`config.mk`:
```
export PLATFORM = sky130hd
export DESIGN_NAME = kbd_scan_ctrl
export DESIGN_NICKNAME = d
export VERILOG_FILES = /design/src/rtl/kbd_scan_ctrl.sv
export SDC_FILE = /design/constraint.sdc
export NUM_CORES = 1
export LEC_CHECK = 0
export ABC_AREA = 1
export BUFFER_PORTS_ARGS = -buffer_cell sky130_fd_sc_hd__buf_2
export CORE_MARGIN = 5
export CORE_UTILIZATION = 53
export CTS_BUF_LIST = sky130_fd_sc_hd__clkbuf_4
export DETAILED_ROUTE_END_ITERATION = 7
export PLACE_DENSITY = 0.78
export RECOVER_POWER = 100
export SLEW_MARGIN = 10
export SYNTH_ARGS = -nofsm -noshare
export SYNTH_HDL_FRONTEND = slang
export SYNTH_SLANG_ARGS = --single-unit
```
`constraint.sdc`:
```
create_clock -name clk -period 2.15 [get_ports clk]
set_clock_uncertainty 0.15 [all_clocks]
set_input_delay 0.215 -clock clk [delete_from_list [all_inputs] [get_ports clk]]
set_output_delay 0.215 -clock clk [all_outputs]
set_load 0.005 [all_outputs]
```
`src/rtl/kbd_scan_ctrl.sv`:
```
// PS/2 scan-code consumer: pops receiver FIFO bytes, decodes make/break/E0/Shift, holds key, ASCII, press count.
// Outputs settle 2 clk after ready is seen in IDLE; at most one pop per 3 clk, never pops while ready=0.
module kbd_scan_ctrl #(
    parameter int CNT_W = 8
) (
    input  logic             clk,
    input  logic             clrn,
    input  logic [7:0]       data,
    input  logic             ready,
    input  logic             overflow,
    output logic             nextdata_n,
    output logic [7:0]       make_code,
    output logic [7:0]       ascii,
    output logic [CNT_W-1:0] count,
    output logic             key_down,
    output logic             err
);

    typedef enum logic [1:0] {IDLE, POP, SETTLE} state_t;

    state_t           state_q, state_d;
    logic [7:0]       byte_q, byte_d;
    logic             nextdata_n_q, nextdata_n_d;
    logic [7:0]       make_code_q, make_code_d;
    logic [7:0]       ascii_q, ascii_d;
    logic [CNT_W-1:0] count_q, count_d;
    logic             key_down_q, key_down_d;
    logic             err_q, err_d;
    logic             brk_q, brk_d;
    logic             ext_q, ext_d;
    logic             shift_q, shift_d;

    function automatic logic [7:0] ascii_lut(input logic [7:0] code, input logic sh);
        logic [7:0] a;
        a = 8'h00;
        case (code)
            8'h1C: a = 8'h61; 8'h32: a = 8'h62; 8'h21: a = 8'h63; 8'h23: a = 8'h64;
            8'h24: a = 8'h65; 8'h2B: a = 8'h66; 8'h34: a = 8'h67; 8'h33: a = 8'h68;
            8'h43: a = 8'h69; 8'h3B: a = 8'h6A; 8'h42: a = 8'h6B; 8'h4B: a = 8'h6C;
            8'h3A: a = 8'h6D; 8'h31: a = 8'h6E; 8'h44: a = 8'h6F; 8'h4D: a = 8'h70;
            8'h15: a = 8'h71; 8'h2D: a = 8'h72; 8'h1B: a = 8'h73; 8'h2C: a = 8'h74;
            8'h3C: a = 8'h75; 8'h2A: a = 8'h76; 8'h1D: a = 8'h77; 8'h22: a = 8'h78;
            8'h35: a = 8'h79; 8'h1A: a = 8'h7A;
            8'h45: a = 8'h30; 8'h16: a = 8'h31; 8'h1E: a = 8'h32; 8'h26: a = 8'h33;
            8'h25: a = 8'h34; 8'h2E: a = 8'h35; 8'h36: a = 8'h36; 8'h3D: a = 8'h37;
            8'h3E: a = 8'h38; 8'h46: a = 8'h39;
            8'h29: a = 8'h20; 8'h5A: a = 8'h0D;
            default: a = 8'h00;
        endcase
        // Shift only affects letters; digits and controls stay as-is.
        if (sh && (a >= 8'h61) && (a <= 8'h7A)) a = a - 8'h20;
        return a;
    endfunction

    always_comb begin
        state_d      = state_q;
        byte_d       = byte_q;
        nextdata_n_d = nextdata_n_q;
        make_code_d  = make_code_q;
        ascii_d      = ascii_q;
        count_d      = count_q;
        key_down_d   = key_down_q;
        brk_d        = brk_q;
        ext_d        = ext_q;
        shift_d      = shift_q;
        err_d        = err_q | overflow;

        case (state_q)
            IDLE: begin
                if (ready) begin
                    byte_d       = data;
                    nextdata_n_d = 1'b0;
                    state_d      = POP;
                end
            end
            POP: begin
                nextdata_n_d = 1'b1;
                state_d      = SETTLE;
                if (byte_q == 8'hE0) begin
                    ext_d = 1'b1;
                end else if (byte_q == 8'hF0) begin
                    brk_d = 1'b1;
                end else if (ext_q) begin
                    // Extended keys are swallowed entirely, including their release.
                    ext_d = 1'b0;
                    brk_d = 1'b0;
                end else if ((byte_q == 8'h12) || (byte_q == 8'h59)) begin
                    shift_d = ~brk_q;
                    brk_d   = 1'b0;
                end else if (brk_q) begin
                    brk_d = 1'b0;
                    if (byte_q == make_code_q) begin
                        make_code_d = 8'h00;
                        ascii_d     = 8'h00;
                        key_down_d  = 1'b0;
                    end
                end else if (!(key_down_q && (byte_q == make_code_q))) begin
                    make_code_d = byte_q;
                    ascii_d     = ascii_lut(byte_q, shift_q);
                    key_down_d  = 1'b1;
                    count_d     = count_q + CNT_W'(1);
                end
            end
            SETTLE: begin
                state_d = IDLE;
            end
            default: begin
                state_d      = IDLE;
                nextdata_n_d = 1'b1;
            end
        endcase
    end

    always_ff @(posedge clk or negedge clrn) begin
        if (!clrn) begin
            state_q      <= IDLE;
            byte_q       <= 8'h00;
            nextdata_n_q <= 1'b1;
            make_code_q  <= 8'h00;
            ascii_q      <= 8'h00;
            count_q      <= '0;
            key_down_q   <= 1'b0;
            err_q        <= 1'b0;
            brk_q        <= 1'b0;
            ext_q        <= 1'b0;
            shift_q      <= 1'b0;
        end else begin
            state_q      <= state_d;
            byte_q       <= byte_d;
            nextdata_n_q <= nextdata_n_d;
            make_code_q  <= make_code_d;
            ascii_q      <= ascii_d;
            count_q      <= count_d;
            key_down_q   <= key_down_d;
            err_q        <= err_d;
            brk_q        <= brk_d;
            ext_q        <= ext_d;
            shift_q      <= shift_d;
        end
    end

    assign nextdata_n = nextdata_n_q;
    assign make_code  = make_code_q;
    assign ascii      = ascii_q;
    assign count      = count_q;
    assign key_down   = key_down_q;
    assign err        = err_q;

endmodule

```
# Word level (Yosys, flattened, before mapping)
# Memory sizes are Yosys's and may differ from the RTL's.
# Index checks and enable logic that the tools add are counted.
# word_totals
regBits	40
romBits	896
input_bits	12
elab_cells	71
mem_count	1
# op_classes
addsub	2
magnitude_cmp	2
eq_ne	11
mux	24
n_bitwise	8
reduce_logical	12
# mem_list
memory	depth	word_bits	rd	rd_clocked_by_memory_dff	write_ports	line	text
(name not given)	128	7	1	0	0	36	case (code)
# ops
op	count
$mux W8	14
$eq A8 B8 Y1 const B	2
$reduce_and A7 Y1	2
$add A8 B1 Y8 const B	1
$eq A8 B5 Y1 const B	1
$eq A8 B7 Y1 const B	1
$eq A8 B8 Y1	1
$ge A8 B7 Y1 const B	1
$le A8 B7 Y1 const B	1
$reduce_and A2 Y1	4
$sub A8 B6 Y8 const B	1
$mux W1	7
$not A1 Y1	7
$ne A2 B2 Y1 const B	3
$reduce_and A5 Y1	1
$pmux W2 S2	1
$logic_and A1 B1 Y1	3
$eq A2 B1 Y1 const B	1
$eq A2 B2 Y1 const B	1
$logic_not A2 Y1	1
$mux W2	1
$ne A2 B1 Y1 const B	1
$pmux W1 S2	1
$logic_or A1 B1 Y1	1
$or A1 B1 Y1	1

# Depth between registers and ports, before layout
# Gate-level depths: netlist of the first run.
# logic_depth
depth_word	15
mapped_depth	15
depth_no_buf	14

# Least setup slack after synthesis of the first run
# Ideal clock, no wire load.
# synth_path
path_kind	register to register
startpoint	register byte_q[1]
endpoint	register count_q[7], in the netlist count[7]
arrival_ps	1905
required_ps	1883
path_slack_ps	-22
stages_incl_launch_ff	15
path_buffers	1
period_less_slack_ps	2172
cell_sequence	dfrtp_1 -> inv_1 -> ha_1 -> nor3b_2 -> nand2_2 -> nand2_2 -> nor2_4 -> nand2_2 -> nor2_2 -> nand3_2 -> buf_6 -> nor3_4 -> nand3_1 -> nand2_1 -> nand2_1
# synth_via
elab_chain_cells	4
elab_cells_between_ends	12
# synth_lines
element	line	text
start: declaration	22	logic [7:0] byte_q, byte_d;
start signal: assignment	129	byte_q <= byte_d;
$eq A8 B8 Y1 (tied with other cells)	97	end else if (!(key_down_q && (byte_q == make_code_q))) begin
$logic_and A1 B1 Y1 or $logic_or A1 B1 Y1 (tied branches)	97, 87	
$not A1 Y1 (no line)	n/a	
$reduce_and A7 Y1 (no line) *	n/a	
end signal: assignment	133	count_q <= count_d;
end: declaration	26	logic [CNT_W-1:0] count_q, count_d;
# Mark *: on every way between the ends. The rest lies on a longest branch, timed or not.
# A chain may end at the register's enable or synchronous reset.

# Worst setup path after layout of the first run
# layout_path
startpoint	register byte_q[0]
endpoint	register ascii_q[6], in the netlist ascii[6]
# layout_via
elab_chain_cells	15
elab_cells_between_ends	30
# layout_lines
element	line	text
$mem_v2 Z128 W7	n/a	
$mux W8	36	
$mux W8	97	
$mux W8	90	end else if (brk_q) begin
$mux W8	87	end else if ((byte_q == 8'h12) || (byte_q == 8'h59)) begin
$mux W8	83	end else if (ext_q) begin
$mux W8	81	end else if (byte_q == 8'hF0) begin
$mux W8	79	if (byte_q == 8'hE0) begin
$mux W8	68	case (state_q)
$ge A8 B7 Y1	51	if (sh && (a >= 8'h61) && (a <= 8'h7A)) a = a - 8'h20;
$logic_and A1 B1 Y1 (2 in a row)	51	
$mux W8	51	
$mux W8	97	
$mux W8	90	
end signal: assignment	132	ascii_q <= ascii_d;
end: declaration	25	logic [7:0] ascii_q, ascii_d;
# Several ways; a longest one is shown, not always the timed one. The select of a mux whose other input is x is not followed.

==> results.ini, run 1 <==
[run_status]
status = completed

[cts]
clockRootBuffer = clkbuf_4
cts_tree = done
htreeDepth = 2
clock_latency_ns = 0.34
clk_pin_slew_ns = 0.13
cts-buffers-inserted = 5
clockBufferDepth = 2
cts.sinks = 40

[setup_path]
cp.depth = 13
cp_top_family = simple AND/OR/NAND/NOR gates
cp_slowest_cell = dfrtp_1
reg2regPathDepth = 13
crit_path_frequent_cell = nand2_1
crit_type = reg2reg
cp_num_buf_inv = 3
reg2reg_setup_slack_ns = 0.01
crit_fanout = 4
critPathMaxStageDelay_ns = 0.43
cp_cell_sequence = inv_4 > buf_4 > ha_2 > nand2_2 > nand3_1 > nand3_1 > nand2_1 > o21bai_4 > inv_2 > ha_1 > nand4_1 > nand2_1 > nand2_1
crit_required_ns = 2.25
crit_path_start_kind = flip-flop
cp_data_arrival_time_ns = 2.24
cp-end-kind = flip-flop

[synthesis]
ys_types = 32
synth_seq_cells = 40
synth_most_common_cell = nand2_1
synthTopCellsByArea = dfrtp_1 37%, nand2_1 18%, nand3_1 7.5%
synth_top_area_share_pct = 37.5
synth_largest_area_cell = dfrtp_1
syn_area_sq_um = 2600
netlist_instances = 363
ys.flop_type = dfrtp_1
syn-num-nets = 384
synth_edf_count = 0
yosysWarnings = 0
async_reset_ff_share_pct = 100
synth-seq-area-share_pct = 38.5
synth_area_per_cell_sq_um = 7.18
synth_common_cells = 123 x nand2_1, 39 x dfrtp_1, 39 x nand3_1

[place]
dp_hpwl_microns = 5680
io_buffers = 38
place.gp.congestion = 0.931

[power_and_ir_drop]
switching_share_pct = 44.5
vdd_drop_max_mv = 0.744
share_seq_of_total_power_pct = 31.9
p_total_mw = 3.71
p_per_area_nw_per_um2 = 1010
p_sw_mw = 1.65
internal-power_mw = 2.06
clkPwrFrac_pct = 10.2
leakagePower_nw = 1.90
combPwrFrac_pct = 57.9

[sta]
finalSetupViolCount = 0
slew_headroom_pct = 42.6
post-route-min-period_ns = 2.14
drv_slew = 0
worstMarginPinSlew_ns = 0.862
rsz0062_at_grt = yes
final_hold_viol_count = 0
fmax_mhz = 468
timing.final.crit_share_pct = 99.5

[floorplan]
core-area_sq_um = 4750
die_h_microns = 80.1
row_count = 25
dieArea_sq_um = 6420
die_x_microns = 80.1
start_util_pct = 54.8
io_pins = 39

[route]
drt-total-wl_microns = 8090
drc = 0
postRouteAntennaNets = 0
viasPerCell = 5.26
dr.first_iter.drc_count = 185
wl_per_cell_microns = 15.2
via_count = 2800
firstDrtPassIters = 4

[global_route]
first_global_vias = 2641
met3_usage_pct = 4.37
grt_pass1_wl_microns = 12700
grtUsageMet1_pct = 33.1
grt_util_all_layers_pct = 25.4
grt-busiest-layer = met2
gr-usage-met2_pct = 42.6
grt_max_degree = 19
overflow = 0
antenna_found_initial = 0

[worst_hold_path]
holdPathStages = 4
hp-class = in2reg

[layout]
drive_gt1_share_pct = 36.8
n_fill_cell = 341
area_growth_pct = 41.3
final_core_util_pct = 77.4
nNetsFinal = 486
diodes = 0

[flow_run]
cap_violations = 0

-- path summary, 6_finish.rpt --
| kind | startpoint | endpoint |
|---|---|---|
| min | ready | nextdata_n |
| max reg2reg | byte_q[0] | ascii[6] |
| max in group asynchronous | clrn | ext_q |
| min in group asynchronous | clrn | make_code[7] |
| max | byte_q[0] | ascii[6] |
| min reg2reg | brk_q | shift_q |
-- logic make-up after synthesis --
| kind of cell | Yosys count | synth area share (%) |
|---|---|---|
| compound gates | 43 | 9.13 |
| xor+xnor | 7 | 2.35 |
| fa+ha+maj | 9 | 4.32 |
| buf+inv | 49 | 8.84 |
| flops | 40 | 38.5 |
| simple gates | 215 | 36.9 |
-- placed cells by master (no fill, tap or decap), drive strengths merged --
cell type    count
a21oi           11
a22o             2
buf             94
clkbuf           7
clkinv           2
clkinvlp         2
dfrtp           39
dfstp            1
dlygate4sd3     10
ha               9
inv             36
nand2          131
nand3           40
nand4            8
nor2            32
nor3             1
nor3b            1
o21ai           22
o21bai           1
o22ai            7
or2              2
xnor2            3
xor2             4
-- flip-flops by register name, indices dropped and copies added (netlist names) --
| signal | count |
|---|---|
| count | 8 |
| brk_q | 1 |
| err | 1 |
| ascii | 8 |
| state_q | 2 |
| shift_q | 1 |
| ext_q | 1 |
| nextdata_n | 1 |
| byte_q | 8 |
| key_down | 1 |
| make_code | 8 |
-- worst reg2reg max path: stages (launching register included) --
cell      delay (ns)
dfrtp_1         0.43
inv_4           0.07
buf_4           0.15
ha_2            0.20
nand2_2         0.09
nand3_1         0.10
nand3_1         0.10
nand2_1         0.08
o21bai_4        0.16
inv_2           0.05
ha_1            0.27
nand4_1         0.07
nand2_1         0.07
nand2_1         0.06
-- layout make-up --
| type | count | area (sq um) | share of cell area [%] |
|---|---|---|---|
| Clock buffer | 6 | 45.0 | 1.22 |
| Clock inverter | 1 | 5.00 | 0.136 |
| Inverter | 38 | 159 | 4.32 |
| Multi-Input combinational cell | 274 | 1600 | 43.5 |
| Sequential cell | 40 | 1000 | 27.3 |
| Tap cell | 67 | 83.8 | 2.28 |
| Timing Repair Buffer | 105 | 774 | 21.0 |
| Timing Repair inverter | 1 | 7.51 | 0.204 |
-- power groups by stage --
stage	combinational, mW	sequential (mW)	clock, mW
floorplan	1.04	1.16	0
detailed placement	1.74	1.18	0
global route	2.35	1.22	0.441
finish	2.15	1.19	0.379
CTS	1.84	1.17	0.387
global placement	1.72	1.17	0
-- timing repair --
action	CTS	global route
endpoints found under the setup margin	7	24
hold buffers	10	0
pin swaps	12	17
gates resized for setup	18	47
hold endpoints to repair	44	0
cloned	0	1
setup buffers	7	9
-- metal layers --
layer	vias to the layer above	share of wire (%)
li1	1373	-
met1	1314	43
met2	97	50
met3	16	4.7
met4	0	2.5
met5	-	0
-- stage by stage --
stage | TNS, ns | worst slack [ns] | std cells | area [sq um] | hold slack (ns)
after floorplan | 0 | 0.0144 | 363 | 2610 | -0.231
after global routing | -1.16 | -0.118 | 532 | 3680 | 0.182
after CTS | -0.0299 | -0.0154 | 522 | 3410 | 0.136
after detailed placement | -0.285 | -0.145 | 498 | 3140 | -0.000937
final | 0 | 0.0113 | 532 | 3680 | 0.157
after global placement | -0.390 | -0.135 | 498 | 3140 | -0.00634
Note: power is estimated with default switching activity, not from simulation.
==> run 2, diff against run 1 <==
Settings changed: ABC_AREA 1 to 0, BUFFER_PORTS_ARGS -buffer_cell sky130_fd_sc_hd__buf_2 to unset, CORE_ASPECT_RATIO set to 2, CORE_UTILIZATION 53 to 55, DONT_BUFFER_PORTS set to 1, PLACE_DENSITY 0.78 to 0.73.
==> results.ini, run 2 <==
[run_status]
status = finished, violations left
violations = setup timing

[cts]
clockRootBuffer = clkbuf_4
clk_pin_slew_ns = 0.13  ; about the same
cts-buffers-inserted = 5  ; unchanged
clock_latency_ns = 0.38  ; +0.04 ns
htreeDepth = 2  ; unchanged
cts.sinks = 40  ; unchanged
clockBufferDepth = 2  ; unchanged
cts_tree = done

[sta]
final_hold_viol_count = 0  ; unchanged
finalWorstSetupSlack_ns = -0.392  ; -0.404 ns
rsz0062_at_grt = yes
hold_slack_ns = 0.207  ; +0.0495 ns
slew_headroom_pct = 35.2  ; -7.4 points
timing.final.crit_share_pct = 118  ; +19 points
worstMarginPinSlew_ns = 0.973  ; +0.111 ns
finalSetupViolCount = 25  ; +25
drv_slew = 0  ; unchanged
setup_tns_ns = -7.82  ; -7.82 ns
fmax_mhz = 393  ; -16%
post-route-min-period_ns = 2.54  ; +0.404 ns

[setup_path]
crit_path_start_kind = flip-flop
crit_required_ns = 2.28  ; +0.03 ns
crit_type = reg2reg
cp_data_arrival_time_ns = 2.67  ; +0.43 ns
cp-end-kind = flip-flop
crit_fanout = 8  ; +4

[floorplan]
row_count = 35  ; +40%
start_util_pct = 56.0  ; +1.2 points
die_x_microns = 58.4  ; -27%
dieArea_sq_um = 6240  ; -2.8%
core-area_sq_um = 4600  ; -3.3%
io_pins = 39  ; unchanged
die_h_microns = 107  ; +33%

[synthesis]
syn_area_sq_um = 2580  ; -1.1%
yosys.area_share.simple_pct = 22.3  ; -15 points
ys_types = 58  ; +81%
synth_seq_cells = 40  ; unchanged
synth_top_area_share_pct = 37.9  ; +0.42 points
synthXorXnorAreaFrac_pct = 5.44  ; +3.1 points
netlist_instances = 288  ; -21%
synth_largest_area_cell = dfrtp_1
synthAdderAreaFrac_pct = 4.37  ; +0.048 points
synth-seq-area-share_pct = 38.9  ; +0.43 points
synth_edf_count = 0  ; unchanged
synth_area_per_cell_sq_um = 8.95  ; +25%
synth_top_family_by_area = simple AND/OR/NAND/NOR gates
synth_compound_area_share_pct = 20.5  ; +11 points
synthTopCellsByArea = dfrtp_1 38%, o21ai_0 5.8%, nand2_1 4.5%
async_reset_ff_share_pct = 100  ; unchanged
synth_most_common_cell = dfrtp_1
syn-num-nets = 309  ; -20%
ys.flop_type = dfrtp_1
synth_common_cells = 39 x dfrtp_1, 31 x nand2_1, 30 x o21ai_0
synth.area.mux_share_pct = 2.04  ; +2.0 points
yosysWarnings = 0  ; unchanged

[global_route]
first_global_vias = 2763  ; +4.6%
antenna_found_initial = 0  ; unchanged
grt_pass1_wl_microns = 13600  ; +7.0%
grt_max_degree = 41  ; +22
grt_util_all_layers_pct = 28.6  ; +3.2 points
overflow = 0  ; unchanged

[layout]
final_cell_mix = 75 x buf_4, 37 x dfrtp_1, 28 x nand2_1
nNetsFinal = 399  ; -18%
multi_input_area_sq_um = 1720  ; +7.3%
final-instance-count-excl-fill = 434  ; -18%
drive_gt1_share_pct = 41.7  ; +4.9 points
area_growth_pct = 46.7
seq_area_sq_um = 1000  ; unchanged
final_core_util_pct = 82.2  ; +4.8 points
diodes = 0  ; unchanged
n_fill_cell = 262  ; -23%
layout_commonest_cell = buf_4

[worst_hold_path]
hp-class = in2reg

[power_and_ir_drop]
leakagePower_nw = 1.71  ; -9.7%
vdd_drop_max_mv = 0.819  ; +10%
p_per_area_nw_per_um2 = 1060  ; +4.6%

[route]
dr.first_iter.drc_count = 153  ; -17%
postRouteAntennaNets = 0  ; unchanged
firstDrtPassIters = 5  ; +1
wl_per_cell_microns = 19.9  ; +31%
via_count = 2684  ; -4.1%
viasPerCell = 6.18  ; +18%
drt-total-wl_microns = 8650  ; +7.0%
drc = 0  ; unchanged

[place]
io_buffers = 0  ; -100%
dp_hpwl_microns = 6000  ; +5.6%
place_ws_ns = -0.467  ; -0.321 ns
post-place-cells = 404  ; -19%
place.gp.congestion = 0.969  ; +4.1%

[flow_run]
cap_violations = 0  ; unchanged

## run 2: report_power, final
group | switching, mW | internal [mW]
registers | 0.314 | 0.988
logic | 1.12 | 1.16
clock network | 0.276 | 0.139
total | 1.71 | 2.28
## run 2: metal layers
| metal | part of all wire, % | GRT usage (%) | vias up | wire length [microns] |
|---|---|---|---|---|
| met5 | 0 | 0 | - | 0 |
| met4 | 5.2 | 15.9 | 0 | 451 |
| met3 | 6.3 | 5.42 | 35 | 546 |
| met2 | 55 | 50.8 | 129 | 4760 |
| met1 | 33 | 30.3 | 1305 | 2890 |
| li1 | - | - | 1215 | - |
## run 2: logic make-up after synthesis
kind of cell	Yosys count
AOI/OAI and AO/OA	79
xor gates and xnor gates	16
adders and majority gates	9
buffers and inverters	31
DFF	40
muxes	4
and+or+nand+nor	109
## run 2: area by class of cell
class | instances | share of cell area (%)
clock buffer | 6 | 1.19
inverter | 12 | 1.46
multi-input combinational | 217 | 45.4
clock inverter | 2 | 0.331
sequential | 40 | 26.6
tap | 55 | 1.82
timing repair buffer | 102 | 23.2
## run 2: path summary, 6_finish.rpt
kind                                 start           end  slack, ns  depth (start not counted)
worst max register to register   byte_q[1]      ascii[5]      -0.39                          9
worst min register to register  nextdata_n    nextdata_n       0.36                          2
worst max-delay path             byte_q[1]      ascii[5]      -0.39                          9
worst min-delay path                 ready    state_q[0]       0.21                          2
min in group asynchronous             clrn  make_code[4]       0.39                          2
max in group asynchronous             clrn     byte_q[0]       0.80                          2
## run 2: what timing repair did
action	in CTS	in global routing
endpoints found under the setup margin	25	26
gates cloned	0	1
setup buffers	5	5
hold buffers	11	0
pin swaps	6	11
hold endpoints to repair	49	0
gates resized for setup	25	31
## run 2: through the flow
stage                     area [sq um]  total power [mW]
final                             3780              3.99
after CTS                         3630              3.78
after global placement            3330              3.16
after floorplan                   2720              2.37
after detailed placement          3330              3.22
after global routing              3780              4.24
## run 2: worst max-delay path, stage by stage (launching register included)
cell	delay (ns)
dfrtp_2	0.50
ha_4	0.19
or3b_4	0.23
a2111oi_4	0.07
or4_4	0.54
a21o_4	0.24
buf_8	0.15
buf_4	0.13
a31oi_4	0.19
a21oi_2	0.05
